==> src/rtl/arm_cond_pkg.sv <==
// arm_cond_pkg: condition codes, NZCV flag layout and stored flag width (5 bits with COND_UNIT_Q_FLAG_EN)
package arm_cond_pkg;
  typedef enum logic [3:0] {EQ, NE, CS, CC, MI, PL, VS, VC, HI, LS, GE, LT, GT, LE, AL, NV} cond_e;
  typedef struct packed {logic n; logic z; logic c; logic v;} flags_t;
  localparam int FLAG_N = 3;
  localparam int FLAG_Z = 2;
  localparam int FLAG_C = 1;
  localparam int FLAG_V = 0;
`ifdef COND_UNIT_Q_FLAG_EN
  localparam int FLAG_W = 5;
`else
  localparam int FLAG_W = 4;
`endif
endpackage

==> src/rtl/arm_cond_eval.sv <==
// arm_cond_eval: combinational ARM condition-code check against one NZCV set
module arm_cond_eval
  import arm_cond_pkg::*;
(
  input  cond_e  cond_i,
  input  flags_t flags_i,
  output logic   pass_o
);
  always_comb begin
    pass_o = 1'b1;
    case (cond_i)
      EQ: pass_o = flags_i.z;
      NE: pass_o = ~flags_i.z;
      CS: pass_o = flags_i.c;
      CC: pass_o = ~flags_i.c;
      MI: pass_o = flags_i.n;
      PL: pass_o = ~flags_i.n;
      VS: pass_o = flags_i.v;
      VC: pass_o = ~flags_i.v;
      HI: pass_o = flags_i.c & ~flags_i.z;
      LS: pass_o = ~flags_i.c | flags_i.z;
      GE: pass_o = flags_i.n == flags_i.v;
      LT: pass_o = flags_i.n != flags_i.v;
      GT: pass_o = ~flags_i.z & (flags_i.n == flags_i.v);
      LE: pass_o = flags_i.z | (flags_i.n != flags_i.v);
      default: pass_o = 1'b1;
    endcase
  end
endmodule

==> src/rtl/arm_pipelined_flag_bank_unit.sv <==
// arm_pipelined_flag_bank_unit: banked NZCV flags, condition check and saved-flags stack.
// COND_UNIT_Q_FLAG_EN adds a sticky Q bit per bank and on the stack.
module arm_pipelined_flag_bank_unit
  import arm_cond_pkg::*;
#(
  parameter int NUM_BANKS   = 2,
  parameter int STACK_DEPTH = 4,
  localparam int BANK_W     = NUM_BANKS > 1 ? $clog2(NUM_BANKS) : 1
) (
  input  logic              i_CLK,
  input  logic              i_RESET,
  input  logic              i_Valid_Execute,
  input  logic [BANK_W-1:0] i_Bank_Sel,
  input  logic [3:0]        i_Cond_Execute,
  input  logic [1:0]        i_Flag_Write_Execute,
  input  logic [3:0]        i_ALU_Flags,
  input  logic              i_Flag_Load,
  input  logic [FLAG_W-1:0] i_Flag_Load_Data,
  input  logic              i_Push,
  input  logic              i_Pop,
`ifdef COND_UNIT_Q_FLAG_EN
  input  logic              i_ALU_Sat,
  output logic              o_Q_Flag,
`endif
  output logic [3:0]        o_Flags,
  output logic              o_CondEx_Execute,
  output logic              o_Stack_Full,
  output logic              o_Stack_Empty,
  output logic              o_Stack_Err
);
  localparam int SP_W  = $clog2(STACK_DEPTH + 1);
  localparam int SLOTS = 1 << SP_W;
  logic [FLAG_W-1:0] bank_q [NUM_BANKS];
  logic [FLAG_W-1:0] stk_q [SLOTS];
  logic [SP_W-1:0]   sp_q;
  logic              err_q;
  logic              bank_ok, pass, push_ok, pop_ok, bad;
  logic [BANK_W-1:0] act;
  logic [FLAG_W-1:0] cur, alu_d, bank_d;

  // out-of-range selects fall back to bank 0 for reads and block all writes
  assign bank_ok = {1'b0, i_Bank_Sel} < (BANK_W + 1)'(NUM_BANKS);
  assign act     = bank_ok ? i_Bank_Sel : '0;
  assign cur     = bank_q[act];

  arm_cond_eval u_eval (
    .cond_i (cond_e'(i_Cond_Execute)),
    .flags_i(flags_t'(cur[3:0])),
    .pass_o (pass)
  );

  assign o_CondEx_Execute = pass & i_Valid_Execute;
  assign o_Flags          = cur[3:0];
  assign o_Stack_Full     = sp_q == SP_W'(STACK_DEPTH);
  assign o_Stack_Empty    = sp_q == '0;
  assign o_Stack_Err      = err_q;
  assign push_ok          = i_Push & ~i_Pop & ~o_Stack_Full;
  assign pop_ok           = i_Pop & ~i_Push & ~o_Stack_Empty;
  assign bad              = (i_Push & i_Pop) | (i_Push & o_Stack_Full) | (i_Pop & o_Stack_Empty);
`ifdef COND_UNIT_Q_FLAG_EN
  assign o_Q_Flag = cur[FLAG_W-1];
`endif

  always_comb begin
    alu_d = cur;
    alu_d[FLAG_N:FLAG_Z] = (o_CondEx_Execute & i_Flag_Write_Execute[1]) ? i_ALU_Flags[3:2] : cur[FLAG_N:FLAG_Z];
    alu_d[FLAG_C:FLAG_V] = (o_CondEx_Execute & i_Flag_Write_Execute[0]) ? i_ALU_Flags[1:0] : cur[FLAG_C:FLAG_V];
`ifdef COND_UNIT_Q_FLAG_EN
    alu_d[FLAG_W-1] = cur[FLAG_W-1] | (o_CondEx_Execute & i_ALU_Sat);
`endif
    bank_d = pop_ok ? stk_q[sp_q - SP_W'(1)] : i_Flag_Load ? i_Flag_Load_Data : alu_d;
  end

  always_ff @(posedge i_CLK or posedge i_RESET) begin
    if (i_RESET) begin
      for (int b = 0; b < NUM_BANKS; b++) bank_q[b] <= '0;
      for (int s = 0; s < SLOTS; s++) stk_q[s] <= '0;
      sp_q  <= '0;
      err_q <= 1'b0;
    end else begin
      if (bank_ok) bank_q[act] <= bank_d;
      if (push_ok) begin
        stk_q[sp_q] <= cur;
        sp_q        <= sp_q + SP_W'(1);
      end
      if (pop_ok) sp_q <= sp_q - SP_W'(1);
      if (bad) err_q <= 1'b1;
    end
  end
endmodule

==> config.mk <==
export PLATFORM = sky130hd
export DESIGN_NAME = arm_pipelined_flag_bank_unit
export DESIGN_NICKNAME = d
export VERILOG_FILES = /design/src/rtl/arm_cond_pkg.sv /design/src/rtl/arm_cond_eval.sv /design/src/rtl/arm_pipelined_flag_bank_unit.sv
export SDC_FILE = /design/constraint.sdc
export NUM_CORES = 1
export LEC_CHECK = 0
export BUFFER_PORTS_ARGS = -buffer_cell sky130_fd_sc_hd__buf_2
export CAP_MARGIN = 20
export CORE_ASPECT_RATIO = 1.1
export CORE_MARGIN = 8
export CORE_UTILIZATION = 45
export CTS_BUF_LIST = sky130_fd_sc_hd__clkbuf_8
export CTS_CLUSTER_SIZE = 20
export DETAILED_ROUTE_END_ITERATION = 8
export GPL_TIMING_DRIVEN = 0
export PLACE_DENSITY = 0.67
export SYNTH_ARGS = -nofsm -noshare
export SYNTH_HDL_FRONTEND = slang
export SYNTH_SLANG_ARGS = --single-unit
==> constraint.sdc <==
create_clock -name i_CLK -period 5.6 [get_ports i_CLK]
set_clock_uncertainty 0.15 [all_clocks]
set_input_delay 0.84 -clock i_CLK [delete_from_list [all_inputs] [get_ports i_CLK]]
set_output_delay 0.84 -clock i_CLK [all_outputs]
set_load 0.01 [all_outputs]
Word level (Yosys, flattened, before mapping)
Cells that the tools add are included.
- multiplexer cells: 19
- multiply operators: 0
- reductions and logical operators: 5
- equal/unequal tests: 16
- divide/modulo/power cells: 0
- magnitude comparators: 5
- shift operators: 0
- bitwise operators: 27
- add/subtract/negate cells: 2
- operators with widths (operator ; number):
    2-to-1 mux 4 bit ; 9
    bitwise mux 32 bit ; 1
    equality test 4 bit (second input constant) ; 6
    equality test 4 x 3 -> 1 bit (second input constant) ; 4
    case mux 1 bit (14 select lines) ; 1
    AND 1 bit ; 12
    binary-select mux 4 bit (select 3 bit) ; 1
    demux 4 bit (select 3 bit) ; 1
    bitwise mux 8 bit ; 1
    equality test 4 x 2 -> 1 bit (second input constant) ; 2
    greater-or-equal comparator 4 bit (second input constant) ; 2
    NOT 1 bit ; 8
    NOT 3 -> 4 bit ; 2
    2-to-1 mux 3 bit ; 2
    demux 4 bit (select 1 bit) ; 1
    equality test 4 x 1 -> 1 bit (second input constant) ; 1
    logical NOT 4 bit ; 1
    < comparator 4 x 1 -> 1 bit (second input constant) ; 1
    2-to-1 mux 2 bit ; 2
    bitwise OR 1 bit ; 4
    adder 3 x 1 -> 3 bit (second input constant) ; 1
    equality test 3 bit (second input constant) ; 1
    logical NOT 3 bit ; 1
    subtractor 3 x 1 -> 3 bit (second input constant) ; 1
    7 further kinds ; 8
- latch bits: 0
- memories kept: 0
- input bits: 21
- word-level logic and storage cells: 86
- output and inout port bits: 8
- bits in writable memories: 0
- flip-flop bits (word level): 44
- memory bits (read-only): 0

Logic depth before layout (Yosys ltp)
- depth in word-level cells: 13
- gate-level depth with buffers: 11

Hierarchy
Synthesis repeated with hierarchy kept, for this count alone.
- cells, all modules: 245
- area, all modules: 2437.3 µm²
- modules (own cells, without submodules) (module ; cells each ; sequential area each (µm²) ; area each (µm²) ; times used):
    arm_pipelined_flag_bank_unit ; 222 ; 1101.1 ; 2272.2 ; 1
    arm_cond_eval ; 23 ; 0.0 ; 165.2 ; 1

Worst setup path before layout
Ideal clock, no wire load.
- path type: input port to output port
- start point: in i_Bank_Sel
- end point: out o_CondEx_Execute
- buffers on the path: 2
- data arrival time: 2.572 ns
- slack: 2.038 ns
- cell stages on the path: 8
- required time: 4.610 ns
- cell sequence: buf_6 -> mux2i_4 -> inv_2 -> mux4_2 -> xnor2_1 -> o21a_2 -> buf_6 -> a21boi_1
- longest elaborated chain between the ends: 8
- elaborated cells between the ends (all ways): 16
- those cells by class: 2 x eq/ne; 4 x mux; 10 x bitwise
- RTL lines (item ; line ; RTL):
    start, declared ; arm_pipelined_flag_bank_unit.sv:13 ; input logic [BANK_W-1:0] i_Bank_Sel,
    NOT 1 -> 2 bit (implied by the code) (*) ; arm_pipelined_flag_bank_unit.sv:44 ; assign cur = bank_q[act];
    2-to-1 mux 4 bit (implied by the code) (*) (3 in series) ; arm_pipelined_flag_bank_unit.sv:44 ;
    named net o_Flags[0] ; arm_pipelined_flag_bank_unit.sv:25 ; output logic [3:0] o_Flags,
    != test 1 bit or equality test 1 bit (tied branches) ; -- ;
    bitwise OR 1 bit or AND 1 bit (tied branches) ; arm_cond_eval.sv:25, arm_cond_eval.sv:24 ;
    case mux 1 bit (14 select lines) (*) ; arm_cond_eval.sv:11 ; case (cond_i)
    AND 1 bit (*) ; arm_pipelined_flag_bank_unit.sv:52 ; assign o_CondEx_Execute = pass & i_Valid_Execute;
    end, declared ; arm_pipelined_flag_bank_unit.sv:26 ; output logic o_CondEx_Execute,
The timed path passes the listed nets; every way through them passes the cells marked *. The select of a mux whose other input is x is not followed.

Worst setup path after layout
- start point: reg sp_q[0]
- end point: reg bank_q[6] (netlist name)
- longest elaborated chain between the ends: 7
- elaborated cells between the ends (all ways): 10
- those cells by class: 1 x add/sub; 5 x mux; 3 x bitwise; 1 x reduce/logical
- RTL lines (item ; line ; RTL):
    start, declared ; arm_pipelined_flag_bank_unit.sv:35 ; logic [SP_W-1:0] sp_q;
    start signal, assigned ; arm_pipelined_flag_bank_unit.sv:84 ; sp_q <= sp_q + SP_W'(1);
    start signal, assigned ; arm_pipelined_flag_bank_unit.sv:86 ; if (pop_ok) sp_q <= sp_q - SP_W'(1);
    subtractor 3 x 1 -> 3 bit ; arm_pipelined_flag_bank_unit.sv:71 ; bank_d = pop_ok ? stk_q[sp_q - SP_W'(1)] : i_Flag_Load ? i_Flag_Load_Data : alu_d;
    NOT 3 -> 4 bit (implied by the code) ; arm_pipelined_flag_bank_unit.sv:71 ;
    binary-select mux 4 bit (select 3 bit) ; arm_pipelined_flag_bank_unit.sv:71 ;
    2-to-1 mux 4 bit (implied by the code) (2 in series) ; arm_pipelined_flag_bank_unit.sv:71 ;
    2-to-1 mux 4 bit (*) ; arm_pipelined_flag_bank_unit.sv:71 ;
    bitwise mux 8 bit (*) ; arm_pipelined_flag_bank_unit.sv:81 ; if (bank_ok) bank_q[act] <= bank_d;
    end signal, assigned by index ; arm_pipelined_flag_bank_unit.sv:81 ;
    end, declared ; arm_pipelined_flag_bank_unit.sv:33 ; logic [FLAG_W-1:0] bank_q [NUM_BANKS];
Mark *: on every way between the ends. The rest lies on a longest branch, timed or not. The select of a mux whose other input is x is not followed.
A chain may end at the register's enable or synchronous reset.

==> out/metrics.csv <==
metric,value,unit
clock_latency,290,ps
critPathCaptureType,flip-flop,
die_h,96.3,um
grt_pass1_wl,10.1,mm
r2r-start,sp_q[0],
ff2ff_path_depth,11,
cts_setup_buffers,0,
status,"finished, final reports clean",
cts_buffers,5,
period_minus_slack,3930,ps
clk_pin_slew,80,ps
netlist_area,2640,um2
startpoint_type,flip-flop,
dp_hpwl,4.57,mm
clock_sinks,44,
grt-ovfl-total,0,
grt_antenna_before_repair,0,
rows,29,
synth.area.top_cells,"dfrtp_1 (42%), mux4_2 (7.7%), mux2i_1 (4.9%)",
min_period_over_period,70.2,%
ctsLongestPathBuffers,2,
io_buffers,26,
slew_violations,0,
synth_edf_count,0,
ios,29,
crit_arrival,3950,ps
relSlewSlack,41.1,%
start_util,46.0,%
drtAntennaViolNets,0,
ctsRootBufferMaster,clkbuf_8,
synth_cell_types,42,
area.growth.synth_to_final,12.8,%
hold_path.class,input port to asynchronous set/reset pin,
core-area,5730,um2
instances_no_fill,372,
synth_top_area_share,41.7,%
path_class,flip-flop to flip-flop,
power_density,547,nW/um2
dpl.cell_count,364,
power_leakage,0.00125,uW
cts_resized,0,
gp_congestion,0.862,
max_freq,255,MHz
synth_area_leader_cell,dfrtp_1,
worstPathMaxFanout,10,
ys_warn_count,0,
grt_use_total,15.6,%
ctsHtreeMaxLevel,2,
worst_ep_required_time,5620,ps
wl_per_cell,16.5,um
ys.flop_type,dfrtp_1,
synth_fp_nets,284,
reg2reg_setup_slack,1670,ps
viasPerCell,5.57,
finalHoldViolations,0,
async_flop_share,100,%
rsz0062_at_grt,false,
syn_area_per_cell,10.2,um2
setup_viol,0,
grt_pass1_vias,2072,
wirelength,6.14,mm
drc,0,
r2r_end,bank_q[6],
cts_hold_buf,0,
netlist_instances,260,
synth.yosys.seq_area_share,41.7,%
synth_seq_cells,44,
die_area,8580,um2
n_antenna_cell,0,
setup_tns,0,ps
vias,2072,
die_x,89.0,um
cts_tree,yes,
drv_cap,0,
drive_gt1_share,22.7,%
ir_worst_vdd,0.294,mV
fin_nets,318,
grt_max_degree,43,
tightest_slew,877,ps
drtIter0Drc,97,
firstDrtPassIters,4,
-- sequential cells by signal, indices dropped and copies added (netlist names) --
name         cells
stk_q           32
bank_q           8
sp_q             3
o_Stack_Err      1
-- worst max-delay path by stage --
stage                    start          endpoint  slack [ps]  depth (start not counted)
finish                 sp_q[0]         bank_q[6]        1670                         11
global route           sp_q[0]         bank_q[6]        1310                         11
CTS                    sp_q[0]         bank_q[6]        1610                         11
detailed placement     sp_q[0]         bank_q[6]        1640                         11
global placement       sp_q[0]         bank_q[5]        1660                         11
floorplan           i_Bank_Sel  o_CondEx_Execute        2040                          8
-- cell type report --
type	instances	area, um2
inverters	8	30.0
clock buffers	6	82.6
multi-input cells	195	1440
flip-flops and latches	44	1100
fillers	570	2750
repair buffers	27	150
clock inverters	2	10.0
well taps	77	96.3
plain buffers	13	66.3
-- power breakdown --
group	internal (uW)	switching (uW)	total (uW)	leakage, uW
combinational	385	461	846	0.000667
clock	98.5	105	203	0.0000510
sequential	470	111	581	0.000530
total	953	677	1630	0.00125
-- worst max-delay path, stage by stage, from the launching register on --
cell      delay [ps]
dfrtp_1          350
clkbuf_1         350
buf_1            440
inv_1            220
ha_1             370
buf_2            290
mux4_2           540
mux2i_1          200
nor2_1           110
or4_1            400
a211oi_1         290
a211oi_2          80
-- layer usage --
layer / GRT usage (%) / up-vias / part of all wire, % / routed length, um
li1: - / 1031 / - / -
met1: 20.2 / 975 / 47 / 2880
met2: 25.0 / 56 / 47 / 2870
met3: 2.99 / 10 / 4.5 / 278
met4: 6.52 / 0 / 1.8 / 108
met5: 0 / - / 0 / 0
-- Yosys cell counts (2+ instances only) --
| cell | count |
|---|---|
| a211oi_1 | 9 |
| buf_6 | 2 |
| a211oi_2 | 8 |
| o21ai_1 | 21 |
| nor3b_1 | 6 |
| nand3_1 | 4 |
| dfrtp_1 | 44 |
| clkbuf_1 | 8 |
| mux4_2 | 9 |
| or4_1 | 5 |
| and2_1 | 2 |
| nor3_1 | 7 |
| mux2i_1 | 13 |
| a21oi_1 | 22 |
| nand2_1 | 26 |
| mux2i_4 | 4 |
| or3_1 | 4 |
| inv_1 | 4 |
| nor2b_1 | 3 |
| nor2_1 | 22 |
| buf_2 | 2 |
| inv_2 | 4 |
| ha_1 | 3 |
| nand2b_1 | 4 |
| xnor2_1 | 2 |
| nor4_1 | 4 |
| xor2_1 | 3 |
-- per-stage QoR --
step / area [um2] / hold slack (ps) / setup WS, ps / power [uW] / util [%]
global placement: 2870 / 299 / 1660 / 1410 / 50.0
finish: 2980 / 246 / 1670 / 1630 / 52.0
detailed placement: 2890 / 299 / 1640 / 1440 / 50.3
global route: 2980 / 236 / 1310 / 1760 / 52.0
floorplan: 2640 / 300 / 2040 / 1220 / -
CTS: 2980 / 238 / 1610 / 1650 / 52.0
-- layout by cell type, fill, tap and decap left out, types with 5 or more instances in the layout --
cell      instances
dfrtp_1          44
buf_2            28
nand2_1          26
nor2_1           22
a21oi_1          22
o21ai_1          21
mux2i_1          13
mux4_2            9
a211oi_1          9
clkbuf_1          8
a211oi_2          8
nor3_1            7
nor3b_1           6
clkbuf_8          6
inv_2             5
or4_1             5
-- logic make-up (layout without fill, tap and decap cells) --
logic type	count (synthesis)	count (layout)	share of synthesized area [%]
and+or+nand+nor	89	89	16.7
AOI/OAI and AO/OA	71	71	18.0
DFF	44	44	41.7
muxes	26	26	16.0
buffers and inverters	21	56	3.65
xor gates and xnor gates	6	6	2.51
adders and majority gates	3	3	1.42
No activity file was read; power rests on OpenSTA's default activity.
